**config.mk**
```make
export PLATFORM = sky130hd
export DESIGN_NAME = sprite_update_ctrl
export DESIGN_NICKNAME = d
export VERILOG_FILES = /design/src/rtl/sprite_update_ctrl.sv
export SDC_FILE = /design/constraint.sdc
export NUM_CORES = 1
export LEC_CHECK = 0
export ABC_AREA = 1
export CORE_ASPECT_RATIO = 1.2
export CORE_MARGIN = 8
export CORE_UTILIZATION = 30
export CTS_CLUSTER_DIAMETER = 60
export DETAILED_ROUTE_END_ITERATION = 10
export SLEW_MARGIN = 10
export SYNTH_ARGS = -nofsm -noshare
export SYNTH_HDL_FRONTEND = slang
export SYNTH_SLANG_ARGS = --single-unit
```
**constraint.sdc**
```tcl
create_clock -name clk -period 2.7 [get_ports clk]
set_input_delay 0.54 -clock clk [delete_from_list [all_inputs] [get_ports clk]]
set_output_delay 0.54 -clock clk [all_outputs]
set_load 0.05 [all_outputs]
```
**src/rtl/sprite_update_ctrl.sv**
```systemverilog
// sprite_update_ctrl: arbitrates NREQ requesters onto a shadow copy of the
// sprite register bank and commits dirty entries in one ordered scan per
// vblank rising edge, so the video side only ever sees whole-frame updates.
module sprite_update_ctrl #(
    parameter int NREQ  = 2,
    parameter int NREGS = 16,
    parameter int AW    = 4,
    parameter int DW    = 32
) (
    input  logic                 clk,
    input  logic                 reset_n,
    input  logic [NREQ-1:0]      req,
    input  logic [NREQ*AW-1:0]   req_addr,
    input  logic [NREQ*DW-1:0]   req_data,
    output logic [NREQ-1:0]      gnt,
    input  logic                 vblank,
    output logic                 sprite_we,
    output logic [AW-1:0]        sprite_waddr,
    output logic [DW-1:0]        sprite_wdata,
    output logic                 busy,
    output logic                 commit_done
);

    localparam int GW = (NREQ > 1) ? $clog2(NREQ) : 1;

    typedef enum logic [1:0] {
        IDLE   = 2'd0,
        COMMIT = 2'd1,
        DONE   = 2'd2
    } state_t;

    state_t          state_q, state_d;
    logic [AW-1:0]   scan_idx_q, scan_idx_d;
    logic [GW-1:0]   last_gnt_q;
    logic            vblank_q;
    logic [DW-1:0]   shadow_q [NREGS];
    logic [NREGS-1:0] dirty_q;

    logic            sprite_we_q;
    logic [AW-1:0]   sprite_waddr_q;
    logic [DW-1:0]   sprite_wdata_q;

    logic            gnt_any;
    logic [GW-1:0]   gnt_idx;
    logic [GW:0]     cand;
    logic [AW-1:0]   wr_addr;
    logic [DW-1:0]   wr_data;
    logic            vblank_rise;
    logic            last_slot;

    assign vblank_rise = vblank & ~vblank_q;
    assign last_slot   = (scan_idx_q == AW'(NREGS - 1));

    // Round-robin search starting just after the last winner; only in IDLE.
    always_comb begin
        gnt     = '0;
        gnt_any = 1'b0;
        gnt_idx = '0;
        cand    = '0;
        if (state_q == IDLE) begin
            for (int off = 1; off <= NREQ; off++) begin
                cand = {1'b0, last_gnt_q} + (GW+1)'(off);
                if (cand >= (GW+1)'(NREQ)) begin
                    cand = cand - (GW+1)'(NREQ);
                end
                if (!gnt_any && req[cand[GW-1:0]]) begin
                    gnt_any = 1'b1;
                    gnt_idx = cand[GW-1:0];
                end
            end
        end
        if (gnt_any) begin
            gnt[gnt_idx] = 1'b1;
        end
    end

    // Select the winning requester's address (masked into the bank) and data.
    always_comb begin
        wr_addr = req_addr[int'(gnt_idx)*AW +: AW] & AW'(NREGS - 1);
        wr_data = req_data[int'(gnt_idx)*DW +: DW];
    end

    // Next-state logic: a vblank rise starts a full scan, DONE lasts one cycle.
    always_comb begin
        state_d    = state_q;
        scan_idx_d = scan_idx_q;
        unique case (state_q)
            IDLE: begin
                if (vblank_rise) begin
                    state_d    = COMMIT;
                    scan_idx_d = '0;
                end
            end
            COMMIT: begin
                if (last_slot) begin
                    state_d = DONE;
                end else begin
                    scan_idx_d = scan_idx_q + AW'(1);
                end
            end
            DONE: begin
                state_d = IDLE;
            end
            default: begin
                state_d = IDLE;
            end
        endcase
    end

    // Control state: FSM, scan pointer, vblank history and arbitration pointer.
    always_ff @(posedge clk or negedge reset_n) begin
        if (!reset_n) begin
            state_q    <= IDLE;
            scan_idx_q <= '0;
            vblank_q   <= 1'b0;
            last_gnt_q <= GW'(NREQ - 1);
        end else begin
            state_q    <= state_d;
            scan_idx_q <= scan_idx_d;
            vblank_q   <= vblank;
            if (gnt_any) begin
                last_gnt_q <= gnt_idx;
            end
        end
    end

    // Shadow bank: accepted writes set dirty; each commit slot clears its bit.
    always_ff @(posedge clk or negedge reset_n) begin
        if (!reset_n) begin
            for (int r = 0; r < NREGS; r++) begin
                shadow_q[r] <= '0;
            end
            dirty_q <= '0;
        end else begin
            if (gnt_any) begin
                shadow_q[wr_addr] <= wr_data;
                dirty_q[wr_addr]  <= 1'b1;
            end
            if (state_q == COMMIT) begin
                dirty_q[scan_idx_q] <= 1'b0;
            end
        end
    end

    // Bank write port: one slot per COMMIT cycle; address/data hold otherwise.
    always_ff @(posedge clk or negedge reset_n) begin
        if (!reset_n) begin
            sprite_we_q    <= 1'b0;
            sprite_waddr_q <= '0;
            sprite_wdata_q <= '0;
        end else if (state_q == COMMIT) begin
            sprite_we_q    <= dirty_q[scan_idx_q];
            sprite_waddr_q <= scan_idx_q;
            sprite_wdata_q <= shadow_q[scan_idx_q];
        end else begin
            sprite_we_q    <= 1'b0;
        end
    end

    assign sprite_we    = sprite_we_q;
    assign sprite_waddr = sprite_waddr_q;
    assign sprite_wdata = sprite_wdata_q;
    assign busy         = (state_q == COMMIT);
    assign commit_done  = (state_q == DONE);

endmodule

```
After elaboration in Yosys (flattened, before gate mapping)
Index checks and enable logic that the tools add are counted.

Bits in read-only memories: 0. Latch bits: 0. Logic and storage cells: 106. Bits of input ports: 77. Memory bits (writable): 0. Memories: 0. Register bits: 573.

Muxes and demuxes: 39. Reduce and logical (&&, ||, !) cells: 10. $mul: 0. Divide/modulo/power cells: 0. Add/subtract/negate cells: 5. Shifts and indexed selects: 2. $lt $le $gt $ge: 13. Equality and inequality tests: 6. Bitwise logic cells: 7.

Operators with widths (number): 512-bit bitwise mux (1); 32-bit binary-select mux with 4-bit select (1); 32-bit demux with 4-bit select (1); 32-bit two-way mux (3); 64-bit by 7-bit variable part select with 32-bit output (1); 16-bit two-way mux (2); 1-bit two-way mux (20); 16-bit AND (1); 16-bit NOT (1); 16-bit bitwise OR (1); 5-bit >= comparator, second input constant (2); 4-bit by 5-bit < comparator with 1-bit output, second input constant (2); 4-bit NOT with 5-bit output (2); 1-bit demux with 4-bit select (2); 4-bit by 1-bit >= comparator with 1-bit output, second input constant (2); 4-bit two-way mux (2); 4-bit one-hot mux with 2 select lines (1); 8-bit by 4-bit variable part select with 4-bit output (1); 1-bit by 2-bit < comparator with 1-bit output, second input constant (3); 2-bit two-way mux (3); 1-bit logical AND (5); 5-bit by 1-bit < comparator with 1-bit output, second input constant (1); 4-bit by 1-bit adder with 4-bit output, second input constant (1); 1-bit binary-select mux with 4-bit select (1); 19 further kinds (22).

Longest topological paths before layout
Gate-level depths: netlist (run 1).

Depth in word-level cells: 21. Mapped depth: 12. Gate-level depth less buffers: 10.

Least setup slack after synthesis (run 1)
No wires, ideal clock.

Path kind: input port to output port. Start: in req[0]. End: out gnt[0]. Arrival time: 1838 ps. Path buffers: 1. Stages: 5. Slack: 322 ps. Path through: nand2_1 nand3_4 inv_2 buf_2 nor2_1.

Word-level cells in the longest chain between the ends: 13. Elaborated cells between the ends (all ways): 19. Those cells by class: 2 x order compare; 14 x mux; 3 x reduce/logical.

RTL lines: from (decl) (line 12) `input logic [NREQ-1:0] req,`; 1-bit two-way mux (not written as such) (2 in a row) (line 66) `if (!gnt_any && req[cand[GW-1:0]]) begin`; 1-bit two-way mux (line 66); 1-bit two-way mux (line 60) `if (state_q == IDLE) begin`; 1-bit logical NOT (line 66); 1-bit logical AND (line 66); 1-bit two-way mux (line 66); 1-bit two-way mux (line 60); 1-bit by 2-bit < comparator with 1-bit output (not written as such) or 1-bit >= comparator (tied branches) (line 73) `gnt[gnt_idx] = 1'b1;`; 1-bit logical AND (not written as such) (line 73); 1-bit two-way mux (not written as such) (line 73); 1-bit demux with 1-bit select (line 73); 2-bit two-way mux * (line 72) `if (gnt_any) begin`; to (decl) (line 15) `output logic [NREQ-1:0] gnt,`.

Mark *: on every way between the ends. The rest lies on a longest branch, timed or not. The select of a mux whose other input is x is not followed.

Worst setup path in the final report (run 1)
Start: reg state_q[1]. End: out gnt[1].

Word-level cells in the longest chain between the ends: 7. Elaborated cells between the ends (all ways): 9. Those cells by class: 2 x order compare; 5 x mux; 2 x reduce/logical.

RTL lines: from (decl) (line 32) `state_t state_q, state_d;`; from (signal assigned) (line 118) `state_q <= state_d;`; 2-bit logical NOT * (line 60); 1-bit two-way mux (line 60); 1-bit by 2-bit < comparator with 1-bit output (not written as such) or 1-bit >= comparator (tied branches) (line 73); 1-bit logical AND (not written as such) (line 73); 1-bit two-way mux (not written as such) (line 73); 1-bit demux with 1-bit select (line 73); 2-bit two-way mux * (line 72).

Mark *: on every way between the ends. The rest lies on a longest branch, timed or not.

==> impl_results.md, run 1 <==
* Overall power at just under 40 mW
* Synth Instances at 3562
* Final setup viols at 0
* Top cells by area, synth: dfrtp_1, nand2_1, nor2_1, o21ai_1, o21ai_0
* Commonest cells after routing, fill and taps aside: nand2_1, dfrtp_1, nor2_1, o21ai_1, o21ai_0
* Power Density at 1220 mW/mm^2
* Post-Syn Area at 0.0269 mm^2
* I/O Buffers at 117
* Required time worst endpoint at 2160 ps
* Diodes inserted at 0
* CP cell instances: nor2_4 -> nand3_4 -> inv_4 -> buf_4 -> buf_12
* Placed Area at ~0.030 mm^2
* Setup TNS Final at 0 ps
* Initial antenna violation count at 0
* CTS sink count at 573
* Setup CP Type: flop to output port
* Commonest non-fill, non-tap cell in the layout: nand2_1
* Mapped Nets at 3643
* H-tree lvl count at 2
* CTS buffer count at 60
* Post-DR wirelength/cell at 17.8 um
* # rows at 120
* Clock Latency Late Sink at 650 ps
* Die area at 0.0995 mm^2
* Initial Util at 30.2%
* I/O Pins at 118
* Design area at ~0.032 mm^2
* Die height at 344 um
* Average size of a mapped cell at roughly 7.5 um^2
* Worst clock skew at 25.6 ps
* Routed Antenna Nets at 0
* Worst setup SP type: flop
* Sequential area share after synthesis at 53.4%
* Vias/cell at 4.85
* Crit path max fanout at 11
* Placer Congestion at 0.781
* Clock Tree Buf Depth at 3
* CP Data Arrival Time at 2010 ps
* Total routed wirelength at around 87000 um
* Library cells used by synthesis at 30
* Iteration-0 DRC Markers at ~2000
* Layout cell share with drive strength beyond 1 at 7.99%
* Tightest Pin Transition at 715 ps
* Nets@finish at 3750
* Drt first pass iters at 5
* Clk root buf: clkbuf_16
* First-pass GRT wire length at 136000 um
* Clk slew on worst S/H paths at 60 ps
* Synth-to-layout area growth at 20.4%
* Core area at 0.0890 mm^2
* Hold slack at 405 ps
* Minimum clock period at 2550 ps
* Synth area leader: dfrtp_1
* Slew Limit Fails at 0
* Yosys top cell area share at 53.3%
* CTS tree: done
* Pleak at 16.1 nW
* Status: complete, no violations
* Peak supply drop at 0.669 mV
* Largest net degree at the start of global routing at 71
* RSZ-0062 raised after global routing: false
* HPWL Detailed at 54000 um
* Total number of vias at 23625
* Fin. Hold Viols at 0
* Slew HR at 52.0%
* Max_cap viols at 0
* Post-CTS Setup Bufs at 0
* Max incr delay on CP at around 440 ps
* CP max-delay cell: dfrtp_1
* CP delay by family, top: buffers and inverters
* Crit. End Element: output port
* WP buf/inv at 3
* Residual DRC count at 0
* Period utilization at 94.3%
* Die width at around 290 um
* GR Overflow Total at 0
* Fillers at roughly 9300
* Vias in the first global route at between 20000 and 25000
* Highest clock rate at 393 MHz
* GRT Total Usage at between 10% and 20%
* Ys Warns at 0
* HP Class: input port to flop
* Number of synthesized register bits at 573
report_power, final:
group / switching (mW) / internal (mW) / leakage [nW]
clock network: 3.59 / 5.01 / 1.00
registers: 2.13 / 12.5 / 7.42
logic: 10.6 / 5.65 / 7.70
total: 16.3 / 23.1 / 16.1
flip-flops by register name, indices dropped and copies added (netlist names):
name,cells
state_q,2
sprite_waddr,4
dirty_q,16
scan_idx_q,4
last_gnt_q,1
sprite_we,1
shadow_q,512
vblank_q,1
sprite_wdata,32
cell type report:
class                           count  area, um^2  share of cell area (%)
Clock buffer                       94        1820                    5.63
Clock inverter                     16         216                   0.669
Inverter                          105         403                    1.25
Multi-Input combinational cell   2666       11100                    34.3
Sequential cell                   573       14300                    44.3
Tap cell                         1159        1450                    4.48
Timing Repair Buffer              263        3020                    9.33
timing repair:
action,in CTS,in global routing
endpoints found under the hold margin,50,0
resized for setup,0,2
endpoints found under the setup margin,0,2
hold buffers,1,0
routing by layer:
layer	GRT usage, %	vias up	wire length, um
met3	1.97	150	4110
met1	22.6	11448	37600
li1	-	11393	-
met2	29.6	634	42100
met5	0	-	0
met4	5.88	0	2830
path summary, 6_finish.rpt:
check	from	end	slack [ps]	cells past startpoint
min in group asynchronous	reset_n	shadow_q[487]	510	2
max in group asynchronous	reset_n	shadow_q[8]	1340	3
min	vblank	vblank_q	400	1
min reg2reg	shadow_q[469]	shadow_q[469]	460	2
max	state_q[1]	gnt[1]	150	5
max reg2reg	scan_idx_q[2]	sprite_wdata[0]	510	7
cells in the mapped netlist:
cell type and n:
dfrtp_1 572, buf_6 10, nand2_1 1519, nor3b_1 1, nor3_1 1, nand3_4 2
buf_4 31, inv_2 9, inv_1 93, o21ai_2 1, nor2_4 7, clkbuf_1 84
buf_1 7, clkinv_1 3, o21ai_1 251, a21oi_1 13, nand3_1 134, nand4_1 5
o22ai_1 1, nand2_2 8, nand2_4 2, dfstp_2 1, ha_1 4, clkbuf_2 3
a31oi_1 1, o21ai_0 245, nor2_2 5, buf_2 83, nand3_2 4, nor2_1 462
cells by family (layout without fill, tap and decap cells):
family                   count (synthesis)  in the layout  share of synthesized area [%]
buffers and inverters                  323            478                           5.62
AO/OA/AOI/OAI                          512            512                           9.56
adder cells (fa/ha/maj)                  4              4                          0.186
AND/OR/NAND/NOR                       2150           2150                           31.3
flip-flops                             573            573                           53.4
through the flow:
step,utilization (%),cells,worst slack [ps]
after detailed placement,34.0,4765,147
final,36.3,4876,155
after floorplan,-,3562,322
after global routing,36.3,4876,17.1
after global placement,34.0,4765,179
after CTS,36.3,4876,50.8
Power figures use the tool's default switching activity.
==> run 2: changes to the inputs <==
SETUP_SLACK_MARGIN = 0.05   (was unset)
==> results of run 2 <==
Same layout as run 1 (identical final DEF). Status: complete, no violations.
